## config.mk

```make
export PLATFORM = sky130hd
export DESIGN_NAME = cut_bist_engine
export DESIGN_NICKNAME = d
export VERILOG_FILES = /design/src/rtl/cut_bist_engine.sv
export SDC_FILE = /design/constraint.sdc
export NUM_CORES = 1
export LEC_CHECK = 0
export ABC_AREA = 1
export BUFFER_PORTS_ARGS = -buffer_cell sky130_fd_sc_hd__buf_2
export CORE_MARGIN = 5
export CORE_UTILIZATION = 50
export CTS_CLUSTER_SIZE = 12
export DETAILED_ROUTE_END_ITERATION = 8
export GPL_TIMING_DRIVEN = 0
export PLACE_DENSITY_LB_ADDON = 0.25
export SLEW_MARGIN = 15
export SYNTH_ARGS = -nofsm -noshare
export SYNTH_HDL_FRONTEND = slang
export SYNTH_SLANG_ARGS = --single-unit
```

## constraint.sdc

```tcl
create_clock -name clk -period 3.68 [get_ports clk]
set_input_delay 0.736 -clock clk [delete_from_list [all_inputs] [get_ports clk]]
set_output_delay 0.736 -clock clk [all_outputs]
set_load 0.03 [all_outputs]
```

## src/rtl/cut_bist_engine.sv

```systemverilog
// rtl/cut_bist_engine.sv - LFSR pattern generator + MISR compactor BIST engine for a small combinational CUT
// Optional macro BIST_ALLZERO_EN appends one all-zero pattern after the LFSR sequence.
module cut_bist_engine #(
  parameter int                 PAT_W        = 5,
  parameter int                 RESP_W       = 2,
  parameter int                 MISR_W       = 8,
  parameter int                 NUM_PATTERNS = 31,
  parameter logic [PAT_W-1:0]   LFSR_SEED    = PAT_W'(1),
  parameter logic [MISR_W-1:0]  MISR_POLY    = MISR_W'(8'h71),
  parameter logic [MISR_W-1:0]  GOLDEN_SIG   = '0,
  localparam int                CNT_W        = $clog2(NUM_PATTERNS + 2)
) (
  input  logic              clk,
  input  logic              rst,
  input  logic              start,
  input  logic [RESP_W-1:0] resp_in,
  output logic [PAT_W-1:0]  pat_out,
  output logic              busy,
  output logic              done,
  output logic              pass,
  output logic [MISR_W-1:0] signature,
  output logic [CNT_W-1:0]  pat_cnt
);

  typedef enum logic [1:0] {IDLE, RUN, DONE} state_t;

  localparam logic [CNT_W-1:0] LAST_LFSR_CNT = CNT_W'(NUM_PATTERNS - 1);
`ifdef BIST_ALLZERO_EN
  localparam logic [CNT_W-1:0] FINAL_CNT = CNT_W'(NUM_PATTERNS);
`else
  localparam logic [CNT_W-1:0] FINAL_CNT = LAST_LFSR_CNT;
`endif

  state_t            state;
  logic [PAT_W-1:0]  lfsr_next;
  logic [MISR_W-1:0] sig_next;

  // pat_out doubles as the LFSR state register; it is forced to zero outside RUN.
  always_comb begin
    lfsr_next = {pat_out[PAT_W-2:0], pat_out[PAT_W-1] ^ pat_out[PAT_W-3]};
    sig_next  = {signature[MISR_W-2:0], 1'b0}
              ^ (signature[MISR_W-1] ? MISR_POLY : '0)
              ^ MISR_W'(resp_in);
  end

  always_ff @(posedge clk) begin
    if (rst) begin
      state     <= IDLE;
      pat_out   <= '0;
      signature <= '0;
      pat_cnt   <= '0;
      busy      <= 1'b0;
      done      <= 1'b0;
      pass      <= 1'b0;
    end else begin
      case (state)
        IDLE, DONE: begin
          if (start) begin
            state     <= RUN;
            pat_out   <= LFSR_SEED;
            signature <= '0;
            pat_cnt   <= '0;
            busy      <= 1'b1;
            done      <= 1'b0;
            pass      <= 1'b0;
          end
        end
        RUN: begin
          signature <= sig_next;
          pat_cnt   <= pat_cnt + 1'b1;
          if (pat_cnt == FINAL_CNT) begin
            state   <= DONE;
            pat_out <= '0;
            busy    <= 1'b0;
            done    <= 1'b1;
            pass    <= (sig_next == GOLDEN_SIG);
          end else if (pat_cnt == LAST_LFSR_CNT) begin
            // Extra cycle: present the all-zero vector the LFSR can never reach.
            pat_out <= '0;
          end else begin
            pat_out <= lfsr_next;
          end
        end
        default: state <= IDLE;
      endcase
    end
  end

endmodule

```

After elaboration in Yosys (flattened, before gate mapping)
Index checks and enable logic that the tools add are counted.
Widths: inputs -> output; s select.

storage, ports and cells
  flip-flop bits (word level) = 24
  latch bits = 0
  bits in writable memories = 0
  bits in read-only memories = 0
  input port bits = 5
  output and inout port bits = 22
  word-level logic and storage cells = 42
  memories = 0

cells by class
  add/subtract/negate cells = 1
  multipliers = 0
  divide/modulo/power cells = 0
  magnitude comparators = 0
  eq/ne operators = 5
  shift-type cells = 0
  multiplexer cells = 19
  bitwise gates (word level) = 3
  reduce and logical (&&, ||, !) cells = 7

operators with widths
  kind                 count
  $pmux 8 s2           1
  $pmux 6 s2           1
  $mux 5               2
  $pmux 5 s2           1
  $logic_not 8->1      1
  $mux 8               1
  $xor 8x2->8          1
  $xor 8x7->8          1
  $mux 7               1
  $add 6x1->6 const B  1
  $eq 6x5->1 const B   1
  $mux 6               1
  $pmux 1 s2           3
  $mux 1               5
  $mux 2               2
  $ne 2x2->1 const B   2
  $pmux 2 s2           1
  $reduce_and 2->1     2
  $reduce_and 3->1     1
  $eq 2x1->1 const B   1
  $eq 2x2->1 const B   1
  $logic_not 2->1      1
  $reduce_bool 2->1    1
  $reduce_or 2->1      1
  $xor 1x1->1          1

Depth between registers and ports, before layout
Gate-level depths: netlist of the first run.

  depth in word-level cells = 6
  mapped depth = 9
  depth with buffers taken out = 9

Worst setup path after synthesis of the first run
No wires, ideal clock.

  path kind = reg-to-reg
  start point = reg pat_cnt[1]
  end point = reg pass
  library setup time = 113 ps
  arrival time = 1368 ps
  required time = 3567 ps
  setup slack = 2199 ps
  cell stages (with the launch flop) = 9
  path buffers = 0
  period minus slack after synthesis = 1481 ps
  cell sequence = dfxtp_1 ha_1 inv_1 nor2_1 nand3_4 a21oi_1 nand2_1 nand2_1 nor2_1

between the ends
  cells in the longest elaborated chain, start to end = 3

ends and longest elaborated chain
  what                        RTL line  RTL
  start: declaration          22        output logic [CNT_W-1:0] pat_cnt
  start signal: assignment    70        pat_cnt <= pat_cnt + 1'b1;
  $eq 6x5->1                  71        if (pat_cnt == FINAL_CNT) begin
  $ne 2x2->1 (no line)        n/a
  $reduce_and 3->1 (no line)  n/a
  end signal: assignment      76        pass <= (sig_next == GOLDEN_SIG);
  end: declaration            20        output logic pass,

No other way between the ends.
A chain may end at the register's enable or synchronous reset.

Worst setup path in the final report of the first run
  start point = reg signature[7]
  end point = out signature[7]

RTL lines
  what                      RTL line  RTL
  start: declaration        21        output logic [MISR_W-1:0] signature,
  start signal: assignment  69        signature <= sig_next;

No word-level cell between the ends.

==> impl_metrics.env, run 1 <==
export IMPL_status="finished, final reports clean"
export IMPL_min_to="done"
export IMPL_syn_to_final_growth_pct=16.4
export IMPL_layout_common_cells="nand2_1, buf_2, dfxtp_1"
export IMPL_postCtsSetupRepairBufs=0
export IMPL_firstDrtPassIters=4
export IMPL_max_stage_delay_ps=460
export IMPL_final_fill_count=226
export IMPL_grt_pass1_vias=973
export IMPL_nets=187
export IMPL_rr_worst_depth=9
export IMPL_slew_viol_final=0
export IMPL_wl_per_cell_um=12.0
export IMPL_ctsHoldBuffers=0
export IMPL_grt_max_degree=13
export IMPL_yosysWarnings=0
export IMPL_dp_slack_ps=2060
export IMPL_syn_area_per_cell_sq_um=7.41
export IMPL_via_count=1064
export IMPL_worstPathArrival_ps=1010
export IMPL_antenna_found_initial=0
export IMPL_wl_um=2480
export IMPL_syn_area_sq_um=1110
export IMPL_dp_hpwl_um=1890
export IMPL_io_pins=27
export IMPL_grt_busiest_layer="met2"
export IMPL_die_height_um=57.1
export IMPL_slowest_stage="dfxtp_1"
export IMPL_synth_area_leaders="dfxtp_1, nand2_1, a21oi_1"
export IMPL_grt_use_met1_pct=20.1
export IMPL_required_ps=2940
export IMPL_drive_gt1_share_pct=23.6
export IMPL_critPathMaxFanout=7
export IMPL_setup_ws_ps=1930
export IMPL_die_area_sq_um=3260
export IMPL_max_freq_mhz=572
export IMPL_synth_top_area_share_pct=43.2
export IMPL_mostFrequentLayoutCell="nand2_1"
export IMPL_maxCapViolations=0
export IMPL_power_per_cell_area_nw_per_um2=355
export IMPL_drcViolationCount=0
export IMPL_ys_seq_area_share_pct=43.2
export IMPL_hold_viol_final=0
export IMPL_numCtsBuffers=3
export IMPL_cts_buffer_depth=2
export IMPL_clock_sinks=24
export IMPL_min_path_cells=2
export IMPL_post_route_period_util_pct=47.5
export IMPL_h_tree_depth=1
export IMPL_rsz0062_at_grt="false"
export IMPL_grt_pass1_wl_um=4130
export IMPL_numPortBuffers=25
export IMPL_grt_overflow_total=0
export IMPL_reg2reg_from="pat_cnt[0]"
export IMPL_viasPerCell=5.17
export IMPL_startpoint_type="flop"
export IMPL_clk_pin_slew_ps=130
export IMPL_coreArea_sq_um=2170
export IMPL_ant_nets=0
export IMPL_syn_instance_count=150
export IMPL_fin_util_pct=59.6
export IMPL_multi_input_area_sq_um=554
export IMPL_num_rows=17
export IMPL_syn_num_nets=157
export IMPL_drtIter0Drc=38
export IMPL_clk_latency_ps=310
export IMPL_min_from="done"
export IMPL_clockRootBuffer="clkbuf_4"
export IMPL_path_buf_inv=1
export IMPL_cp_top_family="flip-flops"
export IMPL_path_cells="buf_2"
export IMPL_diodes=0
export IMPL_slew_limit_headroom_pct=67.6
export IMPL_grt_total_usage_pct=16.0
export IMPL_reg2reg_slack_ps=2190
export IMPL_yosys_area_top_type="dfxtp_1"
export IMPL_power_leakage_nw=0.560
export IMPL_grt_use_met2_pct=26.1
export IMPL_fin_crit_ps=1750
export IMPL_synth_cell_type_count=23
export IMPL_die_w_um=57.1
export IMPL_finalSetupViolations=0
export IMPL_end_kind="primary output"
export IMPL_hold_class="flop to flop"
export IMPL_gp_congestion=0.738
export IMPL_regArea_sq_um=480
export IMPL_globalRouteMet3Util_pct=3.39
export IMPL_worst_clock_skew_ps=10.7
export IMPL_regToRegEndpoint="pat_out[0]"
export IMPL_start_util_pct=51.2
export IMPL_crit_type="flop to primary output"
export IMPL_ir_drop_mv=0.276
export IMPL_synth_seq_cells=24
export IMPL_tightest_slew_ps=487
export IMPL_holdWs_ps=471
export IMPL_finalSetupTns_ps=0
export IMPL_cts_resized_gates=0
export IMPL_cts_tree="done"
[layout make-up]
type                    instances  share of cell area (%)
multi-input cells             109                    42.8
repair buffers                 25                    9.67
well taps                      28                    2.71
plain buffers                   4                    2.13
inverters                      13                    3.77
flip-flops and latches         24                    37.1
clock buffers                   3                    1.74
[power by group]
group | internal (mW) | switching (mW)
clock network | 0.0382 | 0.0746
logic | 0.0222 | 0.0502
registers | 0.268 | 0.00671
total | 0.328 | 0.131
[flip-flops by register name, indices dropped and copies added (netlist names)]
name,count
done,1
pass,1
pat_out,5
signature,8
state,2
pat_cnt,6
busy,1
[per-layer routing]
layer  routed length (um)  up-vias
met5                    0        -
met4                   35        0
met3                  126        4
met2                 1190       31
met1                 1130      488
li1                     -      541
[through the flow]
stage | std cells | power, mW | cell area, sq um
after global routing | 206 | 0.487 | 1290
after CTS | 206 | 0.462 | 1290
after floorplan | 150 | 0.333 | 1110
final | 206 | 0.460 | 1290
after detailed placement | 203 | 0.353 | 1270
after global placement | 203 | 0.351 | 1270
[tightest hold or removal path: stages (launching register included)]
cell	delay, ps
dfxtp_1	330
nand2_1	60
a21oi_1	50
[cells in the mapped netlist, drive strengths merged]
cell type	number
a211oi	2
a21oi	23
buf	3
clkbuf	1
dfxtp	24
ha	2
inv	13
nand2	48
nand3	13
nand3b	2
nor2	11
nor3b	2
o21ai	4
or2	1
xor2	1
[cells by family (layout without fill, tap and decap cells)]
| logic type | count (synthesis) | after routing | synth area share (%) |
|---|---|---|---|
| flops | 24 | 24 | 43.2 |
| fa+ha+maj | 2 | 2 | 2.25 |
| xor+xnor | 1 | 1 | 0.788 |
| compound gates | 29 | 29 | 13.9 |
| buf+inv | 17 | 45 | 6.87 |
| simple gates | 77 | 77 | 33.0 |
[worst max path at each step]
stage                  from            to  slack (ps)  cells past startpoint
2_1_floorplan    pat_cnt[1]          pass        2200                      8
3_3_place_gp            rst  signature[6]        2100                      3
3_5_place_dp            rst  signature[3]        2060                      3
4_1_cts        signature[7]  signature[7]        1930                      1
5_1_grt        signature[7]  signature[7]        1860                      1
6_report       signature[7]  signature[7]        1930                      1
(Power assumes the default switching activity.)
==> run 2, diff against run 1 <==
- ABC_AREA: 1 -> 0
- CORE_UTILIZATION: 50 -> 45
- clock period: 3.68 -> 1.4 ns (I/O delays scaled with it)
==> run 2 against run 1 <==
Compared with the run above:
- the run now ends with setup timing left
- hold slack got worse by 220 ps
- clock-buffer cell count rose by 1
- via count fell by 10%
- clock power rose to 3.3 times the previous value
- global-route usage fell by 0.63 points
- power rose to 2.7 times the previous value
- die area rose by 1.7%
==> impl_metrics.env, run 2 <==
export IMPL_syn_area_sq_um=1020
export IMPL_rsz0062_at_grt="true"
export IMPL_grt_use_met1_pct=18.6
export IMPL_nets=156
export IMPL_tightest_slew_ps=515
export IMPL_startpoint_type="flop"
export IMPL_grt_pass1_wl_um=4050
export IMPL_worstPathArrival_ps=1670
export IMPL_firstDrtPassIters=4
export IMPL_postLayoutCellArea_sq_um=1300
export IMPL_largest_reg_flops=8
export IMPL_diodes=0
export IMPL_post_route_period_util_pct=100
export IMPL_cts_tree="done"
export IMPL_die_height_um=57.6
export IMPL_yosys_area_top_type="dfxtp_1"
export IMPL_post_dp_cell_area_sq_um=1200
export IMPL_synthArstFlopShare_pct=0
export IMPL_grt_use_met2_pct=25.6
export IMPL_fin_crit_ps=1410
export IMPL_ctsHoldBuffers=0
export IMPL_synth_seq_cells=24
export IMPL_dp_cells=168
export IMPL_dp_hpwl_um=1710
export IMPL_finalSetupViolations=2
export IMPL_die_area_sq_um=3320
export IMPL_die_w_um=57.6
export IMPL_synth_commonest_cells="dfxtp_1, nor2_1, a22oi_1"
export IMPL_coreArea_sq_um=2190
export IMPL_globalRouteMet3Util_pct=3.12
export IMPL_io_pins=27
export IMPL_yosysWarnings=0
export IMPL_synth_ff_type="dfxtp_1"
export IMPL_status="finished with violations"
export IMPL_final_fill_count=215
export IMPL_power_leakage_nw=0.591
export IMPL_clk_latency_ps=320
export IMPL_mostFrequentLayoutCell="buf_2"
export IMPL_end_kind="flop"
export IMPL_critPathMaxFanout=5
export IMPL_ant_nets=0
export IMPL_gp_congestion=0.748
export IMPL_grt_max_degree=14
export IMPL_numPortBuffers=25
export IMPL_maxCapViolations=0
export IMPL_hold_class="input pin to flop"
export IMPL_syn_area_per_cell_sq_um=8.88
export IMPL_setup_ws_ps=-5.96
export IMPL_violations="setup timing"
export IMPL_wl_per_cell_um=14.0
export IMPL_grt_busiest_layer="met2"
export IMPL_clk_pin_slew_ps=130
export IMPL_yosysMostFrequentCell="dfxtp_1"
export IMPL_syn_num_nets=122
export IMPL_ys_seq_area_share_pct=47.1
export IMPL_h_tree_depth=1
export IMPL_syn_instance_count=115
export IMPL_drive_gt1_share_pct=39.9
export IMPL_viasPerCell=5.41
export IMPL_regArea_sq_um=495
export IMPL_cts_buffer_depth=2
export IMPL_slew_limit_headroom_pct=65.7
export IMPL_wl_um=2460
export IMPL_top_regs="signature (8), pat_cnt (6), pat_out (5)"
export IMPL_required_ps=1660
export IMPL_ir_drop_mv=0.725
export IMPL_via_count=953
export IMPL_grt_pass1_vias=961
export IMPL_antenna_found_initial=0
export IMPL_grt_total_usage_pct=15.4
export IMPL_synth_top_area_share_pct=47.1
export IMPL_syn_to_final_growth_pct=27.7
export IMPL_crit_type="flop to flop"
export IMPL_max_freq_mhz=711
export IMPL_drcViolationCount=0
export IMPL_synth_cell_type_count=28
export IMPL_worst_clock_skew_ps=5.72
export IMPL_synth_area_leaders="dfxtp_1, a22oi_1, nor2_1"
export IMPL_stdcell_count=176
export IMPL_clock_sinks=24
export IMPL_power_per_cell_area_nw_per_um2=966
export IMPL_clockRootBuffer="clkbuf_4"
export IMPL_drtIter0Drc=12
export IMPL_synth_edf_count=0
export IMPL_regMostFlops="signature"
export IMPL_numCtsBuffers=3
export IMPL_start_util_pct=46.6
export IMPL_num_rows=17
export IMPL_layout_common_cells="buf_2, nor2_1, dfxtp_1"
export IMPL_multi_input_area_sq_um=536
export IMPL_grt_overflow_total=0
export IMPL_slew_viol_final=0
export IMPL_hold_viol_final=0
## run 2: cell count changes after synthesis, moves of 4 or more
cell     delta
a22oi_1    +12
nand3_1    -10
nand2_1    -36
inv_1       -8
a21oi_1    -17
xor2_1      +4
nand4_1     +4
nor2_1     +13
## run 2: cell type report
| type | count | share of cell area (%) |
|---|---|---|
| tap | 28 | 2.69 |
| multi-input combinational | 82 | 41.1 |
| inverter | 2 | 0.576 |
| timing repair buffer | 30 | 12.5 |
| sequential | 24 | 38.0 |
| clock buffer | 4 | 2.78 |
| buffer | 6 | 2.40 |
## run 2: per-layer routing
layer / part of all wire [%] / wire [um] / vias to the layer above
met1: 43 / 1050 / 454
met2: 49 / 1200 / 29
met4: 2.2 / 53 / 0
li1: - / - / 466
met5: 0 / 0 / -
met3: 6.3 / 155 / 4
## run 2: critical path, stage by stage, from the launching register on
cell	delay [ps]
dfxtp_4	380
or4_4	500
a211oi_2	240
nand3_1	100
mux2i_1	130
## run 2: what timing repair did
| item | 4_1_cts | 5_1_grt |
|---|---|---|
| setup buffers | 3 | 3 |
| gates resized for setup | 3 | 14 |
| pin swaps | 1 | 3 |
| endpoints found under the setup margin | 9 | 19 |
## run 2: worst paths after layout
check                                end         start  slack [ps]  depth (start not counted)
worst min register to register      done          done         480                          2
worst max-delay path                pass  signature[4]          -6                          4
worst max register to register      pass  signature[4]          -6                          4
worst min-delay path            state[1]         start         250                          4
## run 2: through the flow
step                      setup TNS, ps  setup slack [ps]  power, mW  hold WS, ps  util, %
after global routing               -209              -106       1.32          262     59.5
after detailed placement           -338             -85.4      0.883          445     54.7
after CTS                         -5.32             -5.32       1.25          240     58.1
final                             -8.78             -5.96       1.26          252     59.5
after global placement             -216             -58.0      0.878          443     54.7
after floorplan                       0              8.51      0.837          445        -
## run 2: cells by family (layout without fill, tap and decap cells)
logic type | Yosys count | in the layout | synth area share (%)
AND/OR/NAND/NOR | 49 | 49 | 22.8
flip-flops | 24 | 24 | 47.1
AO/OA/AOI/OAI | 21 | 21 | 14.5
buffers and inverters | 9 | 42 | 3.80
XOR/XNOR | 6 | 6 | 5.15
multiplexers | 4 | 4 | 4.29
adder cells (fa/ha/maj) | 2 | 2 | 2.45
## run 2: report_power, final
part           internal (mW)  switching [mW]  total, mW
clock                  0.159           0.213      0.372
sequential             0.698          0.0156      0.714
combinational         0.0594           0.114      0.173
==> run 3, diff against run 2 <==
==> constraint.sdc (replaced) <==
create_clock -name clk -period 1.4 [get_ports clk]
set_input_delay 0.07 -clock clk [delete_from_list [all_inputs] [get_ports clk]]
set_output_delay 0.07 -clock clk [all_outputs]
set_load 0.03 [all_outputs]
==> run 3 against run 2 <==
Compared with the run above:
- sequential power barely moved
- power barely moved
- via count fell by 0.31%
- core utilization fell by 0.057 points
- critical endpoint unchanged
- the flow still finishes with violations (setup timing)
- die area did not move
- largest power group unchanged
- clock-buffer cell count did not move
==> impl_metrics.env, run 3 (same netlist as run 2, synthesis figures left out) <==
export IMPL_status="finished with violations"
export IMPL_violations="setup timing"
export IMPL_min_from="start"
export IMPL_regMostFlops="signature"
export IMPL_critPathMaxFanout=5
export IMPL_power_leakage_nw=0.590
export IMPL_drcViolationCount=0
export IMPL_maxCapViolations=0
export IMPL_min_to="state[1]"
export IMPL_viasPerCell=5.40
export IMPL_coreArea_sq_um=2190
export IMPL_crit_type="flop to flop"
export IMPL_wl_um=2450
export IMPL_ir_drop_mv=0.725
export IMPL_cp_top_family="simple AND/OR/NAND/NOR gates"
export IMPL_ant_nets=0
export IMPL_die_height_um=57.6
export IMPL_num_rows=17
export IMPL_min_path_cells=4
export IMPL_clock_sinks=24
export IMPL_tightest_slew_ps=515
export IMPL_reg2reg_slack_ps=-6
export IMPL_io_pins=27
export IMPL_end_kind="flop"
export IMPL_internal_power_mw=0.917
export IMPL_largest_reg_flops=8
export IMPL_rr_worst_depth=4
export IMPL_slew_viol_final=0
export IMPL_path_cells="or4_4, a211oi_2, nand3_1, mux2i_1"
export IMPL_grt_total_usage_pct=15.4
export IMPL_worstPathArrival_ps=1670
export IMPL_nets=156
export IMPL_dp_hpwl_um=1710
export IMPL_wl_per_cell_um=13.9
export IMPL_grt_pass1_wl_um=4050
export IMPL_required_ps=1660
export IMPL_clkPwrFrac_pct=29.5
export IMPL_max_freq_mhz=711
export IMPL_worst_clock_skew_ps=5.72
export IMPL_finalSetupViolations=2
export IMPL_drtIter0Drc=12
export IMPL_syn_to_final_growth_pct=27.6
export IMPL_cts_tree="done"
export IMPL_grt_max_degree=14
export IMPL_diodes=0
export IMPL_p_comb_share_pct=13.8
export IMPL_numCtsBuffers=3
export IMPL_holdWs_ps=41.9
export IMPL_mostFrequentLayoutCell="buf_2"
export IMPL_setup_ws_ps=-5.97
export IMPL_final_fill_count=215
export IMPL_hold_viol_final=0
export IMPL_drive_gt1_share_pct=39.2
export IMPL_firstDrtPassIters=4
export IMPL_startpoint_type="flop"
export IMPL_dp_slack_ps=-85.4
export IMPL_fin_crit_ps=1410
export IMPL_clk_pin_slew_ps=130
export IMPL_clockRootBuffer="clkbuf_4"
export IMPL_slew_limit_headroom_pct=65.7
export IMPL_post_route_period_util_pct=100
export IMPL_grt_pass1_vias=961
export IMPL_die_area_sq_um=3320
export IMPL_regToRegEndpoint="pass"
export IMPL_hold_class="input pin to flop"
export IMPL_setup_worst_path_start="signature[4]"
export IMPL_layout_common_cells="buf_2, nor2_1, dfxtp_1"
export IMPL_rsz0062_at_grt="true"
export IMPL_swShare_pct=27.2
export IMPL_die_w_um=57.6
export IMPL_path_buf_inv=0
export IMPL_grt_overflow_total=0
export IMPL_p_seq_share_pct=56.7
export IMPL_numPortBuffers=25
export IMPL_reg2reg_from="signature[4]"
export IMPL_slowest_stage="or4_4"
export IMPL_top_regs="signature (8), pat_cnt (6), pat_out (5)"
export IMPL_gp_congestion=0.748
export IMPL_clk_latency_ps=320
export IMPL_max_stage_delay_ps=500
export IMPL_power_per_cell_area_nw_per_um2=967
export IMPL_via_count=950
export IMPL_finalPower_mw=1.26
export IMPL_p_sw_mw=0.343
export IMPL_h_tree_depth=1
export IMPL_antenna_found_initial=0
export IMPL_start_util_pct=46.6
export IMPL_cts_buffer_depth=2
==> run 3: cell type report <==
type	instances	area (sq um)	area share, %
Sequential cell	24	494	37.9
Buffer	6	31.3	2.40
Multi-Input combinational cell	82	536	41.1
Inverter	2	7.51	0.576
Clock buffer	4	36.3	2.79
Timing Repair Buffer	30	163	12.5
Tap cell	28	35.0	2.69
==> run 3: worst max-delay path by stage <==
stage                       to  slack, ps  cells after the start
global route        pat_out[0]       -110                      6
global placement    pat_out[1]        -60                      6
CTS                 pat_out[0]         -5                      6
floorplan                 pass          9                      4
finish                    pass         -6                      4
detailed placement  pat_out[3]        -90                      6
==> run 3: stage by stage <==
stage	std cells	TNS (ps)	utilization, %	cell area [sq um]
5_1_grt	176	-214	59.5	1300
6_report	176	-8.78	59.5	1300
3_5_place_dp	168	-338	54.7	1200
3_3_place_gp	168	-216	54.7	1200
4_1_cts	175	-5.32	58.1	1270
2_1_floorplan	115	0	-	1040
==> run 3: power by group through the flow <==
| stage | Clock [mW] | Sequential, mW | Combinational [mW] |
|---|---|---|---|
| 6_report | 0.372 | 0.714 | 0.173 |
| 3_3_place_gp | 0 | 0.729 | 0.148 |
| 3_5_place_dp | 0 | 0.730 | 0.153 |
| 4_1_cts | 0.373 | 0.715 | 0.159 |
| 5_1_grt | 0.415 | 0.717 | 0.190 |
| 2_1_floorplan | 0 | 0.757 | 0.0808 |
==> run 3: worst reg2reg max path, cell delays in order, from the launching register on <==
cell and delay, ps:
dfxtp_4 380, or4_4 500, a211oi_2 240, nand3_1 100, mux2i_1 130
==> run 3: metal layers <==
layer | track usage [%] | vias up | part of all wire (%)
met2 | 25.6 | 29 | 49
met5 | 0 | - | 0
met4 | 7.95 | 0 | 2.2
met3 | 3.12 | 4 | 6.3
met1 | 18.6 | 453 | 43
li1 | - | 464 | -
==> run 3: what timing repair did <==
item                                    CTS  global route
hold buffers                              0             0
resized for setup                         3            13
endpoints found under the hold margin     0             0
pin swaps                                 1             3
buffers inserted                          3             3
endpoints found under the setup margin    9            18
